==> config.mk <==
export PLATFORM = sky130hd
export DESIGN_NAME = bit_stuffer_param
export DESIGN_NICKNAME = d
export VERILOG_FILES = /design/src/rtl/bit_stuffer_param.sv
export SDC_FILE = /design/constraint.sdc
export NUM_CORES = 1
export LEC_CHECK = 0
export BUFFER_PORTS_ARGS = -buffer_cell sky130_fd_sc_hd__buf_2
export CORE_UTILIZATION = 31
export CTS_CLUSTER_SIZE = 25
export DETAILED_ROUTE_END_ITERATION = 7
export REMOVE_ABC_BUFFERS = 1
export SETUP_SLACK_MARGIN = 0.02
export SLEW_MARGIN = 25
export SYNTH_ARGS = -nofsm -noshare
export SYNTH_HDL_FRONTEND = slang
export SYNTH_SLANG_ARGS = --single-unit
==> constraint.sdc <==
create_clock -name clk -period 3.4 [get_ports clk]
set_input_delay 0.51 -clock clk [delete_from_list [all_inputs] [get_ports clk]]
set_output_delay 0.51 -clock clk [all_outputs]
set_load 0.03 [all_outputs]
==> src/rtl/bit_stuffer_param.sv <==
// Bit-stuffing stage: inserts STUFF_VAL after RUN_LEN consecutive MATCH_VAL bits.
// Optional stuffed-bit statistics counter enabled by BIT_STUFFER_STATS_EN.
module bit_stuffer_param #(
    parameter int   RUN_LEN   = 6,
    parameter logic MATCH_VAL = 1'b1,
    parameter logic STUFF_VAL = 1'b0,
    parameter int   CNT_W     = $clog2(RUN_LEN + 1)
) (
    input  logic        clk,
    input  logic        RST,
    input  logic        in_bit,
    input  logic        in_valid,
    input  logic        in_bypass,
    input  logic        in_last,
    output logic        in_ready,
    output logic        out_bit,
    output logic        out_valid,
    output logic        out_last,
    input  logic        out_ready
`ifdef BIT_STUFFER_STATS_EN
    ,
    output logic [15:0] stuff_cnt
`endif
);

    localparam logic [0:0]       PASS    = 1'b0;
    localparam logic [0:0]       STUFF   = 1'b1;
    localparam logic [CNT_W-1:0] RUN_MAX = CNT_W'(RUN_LEN);

    logic [0:0]       state;
    logic [CNT_W-1:0] run_cnt;
    logic [CNT_W-1:0] run_nxt;
    logic             pend_last;
    logic             free;
    logic             accept;
    logic             hit;
    logic             stuff_load;

    always_comb begin
        free       = !out_valid || out_ready;
        in_ready   = (state == PASS) && free;
        accept     = in_valid && in_ready;
        stuff_load = (state == STUFF) && free;
        run_nxt    = '0;
        if (!in_bypass && (in_bit == MATCH_VAL))
            run_nxt = run_cnt + CNT_W'(1);
        hit = !in_bypass && (run_nxt == RUN_MAX);
    end

    always_ff @(posedge clk) begin
        if (RST) begin
            state     <= PASS;
            run_cnt   <= '0;
            pend_last <= 1'b0;
            out_bit   <= 1'b0;
            out_valid <= 1'b0;
            out_last  <= 1'b0;
        end else if (accept) begin
            out_bit   <= in_bit;
            out_valid <= 1'b1;
            if (hit) begin
                // last flag moves onto the trailing stuff bit
                run_cnt   <= '0;
                state     <= STUFF;
                pend_last <= in_last;
                out_last  <= 1'b0;
            end else begin
                run_cnt  <= in_last ? '0 : run_nxt;
                out_last <= in_last;
            end
        end else if (stuff_load) begin
            out_bit   <= STUFF_VAL;
            out_valid <= 1'b1;
            out_last  <= pend_last;
            pend_last <= 1'b0;
            state     <= PASS;
        end else if (free) begin
            out_valid <= 1'b0;
        end
    end

`ifdef BIT_STUFFER_STATS_EN
    always_ff @(posedge clk) begin
        if (RST)
            stuff_cnt <= '0;
        else if (stuff_load && (stuff_cnt != 16'hFFFF))
            stuff_cnt <= stuff_cnt + 16'd1;
    end
`endif

endmodule
== After elaboration in Yosys (flattened, before gate mapping) ==
Index checks and enable logic that the tools add are counted.
Word-level totals
  flip-flop bits (word level): 8
  bits in latches: 0
  bits in writable memories: 0
  ROM bits: 0
  output and inout port bits: 4
  memories kept: 0
Cells by class
  add/sub/neg operators: 1
  multiply operators: 0
  divide/modulo/power cells: 0
  $lt $le $gt $ge: 0
  equal/unequal tests: 2
  shifts and indexed selects: 0
  mux-type cells: 15
  bitwise operators: 1
  reduce and logical (&&, ||, !) cells: 11
Operators by type and width (count)
  1-bit two-way mux: 12
  3-bit two-way mux: 3
  1-bit logical AND: 5
  3-bit by 1-bit adder with 3-bit output, second input constant: 1
  3-bit == test, second input constant: 1
  3-bit nonzero test: 1
  1-bit logical NOT: 2
  2-bit by 1-bit != test with 1-bit output, second input constant: 1
  2-bit AND reduction: 1
  2-bit nonzero test: 1
  1-bit logical OR: 1
  1-bit inverter: 1

== Logic depth before layout (Yosys ltp) ==
Gate-level depths: netlist (run 1).
  depth after elaboration: 7
  mapped depth: 5
  mapped depth without buffers: 5

== Least setup slack after synthesis (run 1) ==
OpenSTA, ideal clock, no wires.
  kind: register to output
  from: reg out_valid
  to: out in_ready
  arrival time: 1016 ps
  path slack: 1874 ps
  cell stages (with the launch flop): 3
  path buffers: 0
  cells stage by stage: dfxtp_1 -> nor2b_1 -> nor2_1
Between the ends
  word-level cells in the longest chain between the ends: 3
Ends and longest elaborated chain
  start, declared: RTL line 17  | output logic out_valid,
  start signal, assigned: RTL line 56  | out_valid <= 1'b0;
  start signal, assigned: RTL line 60  | out_valid <= 1'b1;
  start signal, assigned: RTL line 73  | out_valid <= 1'b1;
  1-bit logical NOT: RTL line 40  | free = !out_valid || out_ready;
  1-bit logical OR: RTL line 40
  1-bit logical AND: RTL line 41  | in_ready = (state == PASS) && free;
  end, declared: RTL line 15  | output logic in_ready,
No other way between the ends.

== Final worst setup path (run 1) ==
Ends and elaborated chain as after synthesis.

==> impl_metrics.env, run 1 <==
export IMPL_cts_sinks=8
export IMPL_worst_slew_pin_slew_ps=294.9
export IMPL_p_comb_frac=0.146
export IMPL_clockBufferDepth=2
export IMPL_yosysTopAreaCell="dfxtp_1"
export IMPL_insertion_delay_ps=260
export IMPL_first_pass_iters=2
export IMPL_wl_per_cell_um=11.25
export IMPL_r2r_slack_ps=1970
export IMPL_hold_worst_slack_ps=467.0
export IMPL_grt_max_degree=9
export IMPL_die_area_sq_mm=0.001507
export IMPL_grt_overflow_total=0
export IMPL_clockPowerShare=0.363
export IMPL_worst_r2r_endpoint="out_last"
export IMPL_reg2regPathDepth=5
export IMPL_antenna_found_initial=0
export IMPL_fin_tns_setup_ps=0
export IMPL_io_buffers=10
export IMPL_avgSynthCellArea_sq_um=8.243
export IMPL_drc_errors=0
export IMPL_cts_hold_buf=0
export IMPL_cts_htree_levels=1
export IMPL_peakVddDrop_uv=163.6
export IMPL_setup_viol=0
export IMPL_routed_via_density=5.078
export IMPL_period_share=0.4862
export IMPL_cp_top_family="flip-flops"
export IMPL_holdPathEnd="out_bit"
export IMPL_crit_path_cell_trace="nor2b_1, nor2_1, buf_2"
export IMPL_max_freq_mhz=605.0
export IMPL_cp_required_ps=2890
export IMPL_async_flop_share=0
export IMPL_cts_tree="yes"
export IMPL_synth_top_area_frac=0.3810
export IMPL_cp_slowest_stage_delay_ps=350
export IMPL_crit_fanout=5
export IMPL_maxSlewViolCount=0
export IMPL_cp_arrival_ps=1140
export IMPL_ctsResizeCount=0
export IMPL_min_period_ps=1653
export IMPL_track_usage=0.1546
export IMPL_cts_root_buf="clkbuf_4"
export IMPL_synthDistinctLibCells=24
export IMPL_die_y_um=38.83
export IMPL_clk_pin_slew_ps=60
export IMPL_synthCells=51
export IMPL_initial_utilization=0.3544
export IMPL_skew_ps=13.93
export IMPL_netlist_top_cells_area="dfxtp_1 38%, nor2b_1 7.4%, nand2_1 6.3%, a21oi_1 6.0%, nor2_1 4.5%"
export IMPL_ys_warn_count=0
export IMPL_synth_seq_area_share=0.3810
export IMPL_status="complete, no violations"
export IMPL_hp_class="register to register"
export IMPL_row_count=12
export IMPL_drt_iter0_markers=11
export IMPL_layout_common_cells="10 x buf_2, 8 x dfxtp_1, 7 x nand2_1"
export IMPL_io_pins=11
export IMPL_post_route_util=0.4272
export IMPL_drive_gt1_frac=0.2857
export IMPL_cts_setup_buffers=0
export IMPL_p_int_w=0.0001472
export IMPL_netSwitchingFraction=0.2624
export IMPL_holdPathStages=2
export IMPL_routed_wl_um=866
export IMPL_drtAntennaViolNets=0
export IMPL_slowest_stage="dfxtp_1"
export IMPL_synth_ff_type="dfxtp_1"
export IMPL_critPathKind="register to output port"
export IMPL_hold_viol=0
export IMPL_nets=73
export IMPL_numCtsBuffers=3
export IMPL_hold_start="out_bit"
export IMPL_core_region_area_sq_mm=0.001186
export IMPL_place_hpwl_um=648.8
export IMPL_start_kind="register"
export IMPL_final_common_cell="buf_2"
export IMPL_grt_pass1_vias=387
export IMPL_diodes=0
export IMPL_synth_area_sq_um=420.4
export IMPL_die_w_um=38.83
export IMPL_p_sw_w=0.00005239
export IMPL_synth_edff_count=0
export IMPL_ys_ff_latch=8
export IMPL_end_kind="output port"
export IMPL_r2r_start="run_cnt[0]"
export IMPL_leakage_nw=0.2000
export IMPL_cap_violations=0
export IMPL_grt_pass1_wl_mm=1.504
export IMPL_maxSlewHeadroom=0.8030
export IMPL_p_per_area_mw_per_mm2=394.0
export IMPL_critPathBufInv=1
export IMPL_vias=391
export IMPL_gp_congestion=0.7057
export IMPL_rsz0062_at_grt="no"
export IMPL_area_delta_synth_final_pct=20.54
export IMPL_power_frac_seq=0.491
[power by group through the flow]
stage               Combinational [W]  Sequential, W   Clock, W
CTS                         0.0000292      0.0000980  0.0000769
global placement            0.0000288      0.0000999          0
finish                      0.0000291      0.0000980  0.0000725
global route                0.0000324      0.0000983  0.0000809
floorplan                   0.0000134       0.000105          0
detailed placement          0.0000288       0.000100          0
[cell type report]
type / count / area [sq um]
clock buffer: 3 / 22.52
timing repair buffer: 10 / 50.05
tap: 14 / 17.52
sequential: 8 / 160.2
multi-input combinational: 42 / 256.5
fill: 123 / 679.4
[state kept, by name, summed over array words and instances (netlist names)]
signal,flops
run_cnt,3
out_last,1
out_valid,1
out_bit,1
state,1
pend_last,1
[metal layers]
layer / vias to the layer above / GRT usage / part of all wire
li1: 205 / - / -
met1: 177 / 0.1575 / 0.48
met2: 7 / 0.2500 / 0.47
met3: 2 / 0.06936 / 0.031
met4: 0 / 0.1034 / 0.016
met5: - / 0 / 0
[tightest hold or removal path: cells and delay by family (launching register included)]
family         cells  cell delay [ps]
flip-flops         1              300
AO/OA/AOI/OAI      2              120
[synthesized netlist by cell type, types with 3 or more instances]
master	count
a21oi_1	5
nor2b_1	5
nand2_1	7
dfxtp_1	8
nor2_1	5
nand3_1	3
[per-stage QoR]
stage          worst slack, ps  std cells  area, sq um  total power (W)
2_1_floorplan             1874         50        416.7        0.0001179
3_3_place_gp              1789         74        484.2        0.0001287
3_5_place_dp              1788         74        484.2        0.0001288
4_1_cts                   1743         77        506.7        0.0002041
5_1_grt                   1635         77        506.7        0.0002116
6_report                  1747         77        506.7        0.0001996
[worst max path at each step]
stage          startpoint  endpoint  cells after the start
2_1_floorplan   out_valid  in_ready                      2
3_3_place_gp    out_ready  in_ready                      4
3_5_place_dp    out_ready  in_ready                      4
4_1_cts         out_valid  in_ready                      3
5_1_grt         out_valid  in_ready                      3
6_report        out_valid  in_ready                      3
[cells by family after synthesis]
logic type / share of synthesized area
simple gates: 0.3512
compound gates: 0.2291
flops: 0.3809
buf+inv: 0.008920
fa+ha+maj: 0.02976
Note: power is estimated with default switching activity, not from simulation.
==> run 2, diff against run 1 <==
--- a/config.mk
+++ b/config.mk
@@ -5,6 +5,7 @@
 export SDC_FILE = /design/constraint.sdc
 export NUM_CORES = 1
 export LEC_CHECK = 0
+export ABC_AREA = 1
 export BUFFER_PORTS_ARGS = -buffer_cell sky130_fd_sc_hd__buf_2
 export CORE_UTILIZATION = 31
 export CTS_CLUSTER_SIZE = 25
==> constraint.sdc (replaced) <==
create_clock -name clk -period 1.3 [get_ports clk]
set_input_delay 0.195 -clock clk [delete_from_list [all_inputs] [get_ports clk]]
set_output_delay 0.195 -clock clk [all_outputs]
set_load 0.03 [all_outputs]
==> run 2 against run 1 <==
Utilization down 0.94 points. Clock skew decreased by 8.7 ps. Clock power increased to 2.6 times the previous value. Worst setup slack got worse by 1600 ps. First-iteration DRC count fell by 73%. Synthesized cell count is 27% higher. Final area is 8.6% higher. Clock-buffer cell count stayed put. Non-clock buffer count stayed put. Power grew to 2.6 times the previous value. Largest power group unchanged.
==> impl_metrics.env, run 2 <==
export IMPL_multi_input_area_sq_um=240.2
export IMPL_synthCells=65
export IMPL_layout_common_cells="14 x nand2_1, 13 x inv_1, 10 x buf_2"
export IMPL_diodes=0
export IMPL_largest_reg_flops=3
export IMPL_cp_arrival_ps=1340
export IMPL_synthAdderAreaFrac=0.02841
export IMPL_netlist_top_cells_area="dfxtp_1 36%, nand2_1 12%, inv_1 11%, a21oi_1 8.0%, o21ai_0 5.7%"
export IMPL_drtAntennaViolNets=0
export IMPL_area_delta_synth_final_pct=25.00
export IMPL_clockBufferDepth=2
export IMPL_final_cell_area_sq_um=550.5
export IMPL_yosysTopAreaCell="dfxtp_1"
export IMPL_cp_required_ps=1450
export IMPL_synth_area_sq_um=440.4
export IMPL_cts_htree_levels=1
export IMPL_peakVddDrop_uv=600.2
export IMPL_timing_final_ws_setup_ps=106.1
export IMPL_antenna_found_initial=0
export IMPL_clk_pin_slew_ps=60
export IMPL_synth_top_area_frac=0.3636
export IMPL_wl_per_cell_um=9.097
export IMPL_worst_slew_pin_slew_ps=269.5
export IMPL_die_y_um=39.69
export IMPL_fin_tns_setup_ps=0
export IMPL_final_common_cell="nand2_1"
export IMPL_routed_via_density=4.452
export IMPL_synth_seq_area_share=0.3636
export IMPL_yosysMostFrequentCell="nand2_1"
export IMPL_yosys_area_share_simple=0.3438
export IMPL_drc_errors=0
export IMPL_vias=414
export IMPL_cts_hold_buf=0
export IMPL_synth_xor_area_share=0
export IMPL_synth_edff_count=0
export IMPL_cap_violations=0
export IMPL_die_area_sq_mm=0.001575
export IMPL_core_region_area_sq_mm=0.001318
export IMPL_instances_no_fill=93
export IMPL_synth_top_family_by_area="simple AND/OR/NAND/NOR gates"
export IMPL_hold_viol=0
export IMPL_avgSynthCellArea_sq_um=6.776
export IMPL_dp_worst_setup_slack_ps=36.37
export IMPL_regArea_sq_um=162.7
export IMPL_setup_viol=0
export IMPL_drive_gt1_frac=0.3333
export IMPL_grt_overflow_total=0
export IMPL_hp_class="primary input to register"
export IMPL_grt_pass1_vias=316
export IMPL_rsz0062_at_grt="no"
export IMPL_critPathKind="register to register"
export IMPL_nets=88
export IMPL_io_pins=11
export IMPL_end_kind="register"
export IMPL_async_flop_share=0
export IMPL_cts_sinks=8
export IMPL_insertion_delay_ps=250
export IMPL_synth_compound_area_frac=0.1364
export IMPL_leakage_nw=0.2596
export IMPL_cts_setup_buffers=0
export IMPL_skew_ps=5.180
export IMPL_dpl_cell_area_sq_um=509.2
export IMPL_row_count=13
export IMPL_numPlacedInstances=90
export IMPL_post_route_util=0.4179
export IMPL_maxSlewHeadroom=0.8184
export IMPL_status="complete, no violations"
export IMPL_max_freq_mhz=837.6
export IMPL_grt_pass1_wl_mm=1.255
export IMPL_maxSlewViolCount=0
export IMPL_period_share=0.9184
export IMPL_numCtsBuffers=3
export IMPL_synthTopCellsByCount="14 x nand2_1, 13 x inv_1, 8 x dfxtp_1"
export IMPL_first_pass_iters=4
export IMPL_die_w_um=39.69
export IMPL_ys_ff_latch=8
export IMPL_initial_utilization=0.3343
export IMPL_drt_iter0_markers=3
export IMPL_routed_wl_um=846
export IMPL_place_hpwl_um=678.1
export IMPL_regMostFlops="run_cnt"
export IMPL_grt_max_degree=8
export IMPL_fill_cells=146
export IMPL_synthDistinctLibCells=13
export IMPL_p_per_area_mw_per_mm2=939.2
export IMPL_start_kind="register"
export IMPL_ys_warn_count=0
export IMPL_crit_fanout=3
export IMPL_cts_tree="yes"
export IMPL_min_period_ps=1194
export IMPL_track_usage=0.1279
export IMPL_synth_area_mux_share=0
export IMPL_cts_root_buf="clkbuf_4"
export IMPL_io_buffers=10
export IMPL_synth_ff_type="dfxtp_1"
export IMPL_gp_congestion=0.7594
==> run 2: changes by cell type in the layout (fill, tap and decap cells not counted), sizes merged, moves of 2 or more <==
| cell | previous run | this run |
|---|---|---|
| o21ai | 2 | 5 |
| nand3 | 3 | 5 |
| inv | 0 | 15 |
| nand2 | 7 | 17 |
| nor2b | 6 | 0 |
==> run 2: timing repair <==
action                     4_1_cts  5_1_grt
setup endpoints to repair        0        1
hold endpoints to repair         0        0
gates resized for setup          0        4
==> run 2: cells by family (layout without fill, tap and decap cells) <==
family | after synthesis | count (layout)
AO/OA/AOI/OAI | 12 | 12
AND/OR/NAND/NOR | 29 | 29
buffers and inverters | 15 | 28
adder cells (fa/ha/maj) | 1 | 1
flip-flops | 8 | 8
==> run 2: final cells by class <==
class                   count  area share
multi-input cells          42      0.4364
well taps                  15     0.03409
flip-flops and latches      8      0.2955
clock buffers               3     0.04091
inverters                  15      0.1023
repair buffers             10     0.09091
==> run 2: worst paths after layout <==
kind               from   endpoint  slack, ps  cells past startpoint
min reg2reg     out_bit    out_bit        460                      2
max reg2reg  run_cnt[0]  pend_last        110                      8
min                 RST      state        170                      2
max          run_cnt[0]  pend_last        110                      8
==> run 2: stage by stage <==
| stage | hold WS [ps] | power (W) |
|---|---|---|
| after floorplan | 264.1 | 0.0003074 |
| after global placement | 433.7 | 0.0003342 |
| after detailed placement | 432.5 | 0.0003350 |
| after CTS | 166.3 | 0.0005276 |
| after global routing | 174.5 | 0.0005480 |
| final | 172.6 | 0.0005171 |
==> run 2: report_power, final <==
part            total, W  switching [W]  leakage (nW)  internal [W]
Clock           0.000186      0.0000802        0.0138      0.000105
Sequential      0.000257     0.00000401        0.0662      0.000253
Combinational  0.0000745      0.0000504         0.180     0.0000241
==> run 2: layer usage <==
| layer | vias up | track usage | part of all wire | wire length [um] |
|---|---|---|---|---|
| li1 | 229 | - | - | - |
| met4 | 0 | 0.05172 | 0.0083 | 7 |
| met3 | 2 | 0.06818 | 0.040 | 34 |
| met1 | 176 | 0.1419 | 0.50 | 420 |
| met2 | 7 | 0.2008 | 0.45 | 383 |
| met5 | - | 0 | 0 | 0 |
==> run 2: worst max-delay path, cell delays in order (launching register included) <==
cell and delay, ps:
dfxtp_2 330, ha_4 260, nand2_1 40, inv_1 60, nand2_2 70, nor2_4 90, nand2_2 80, a21oi_2 110
nor2_1 50
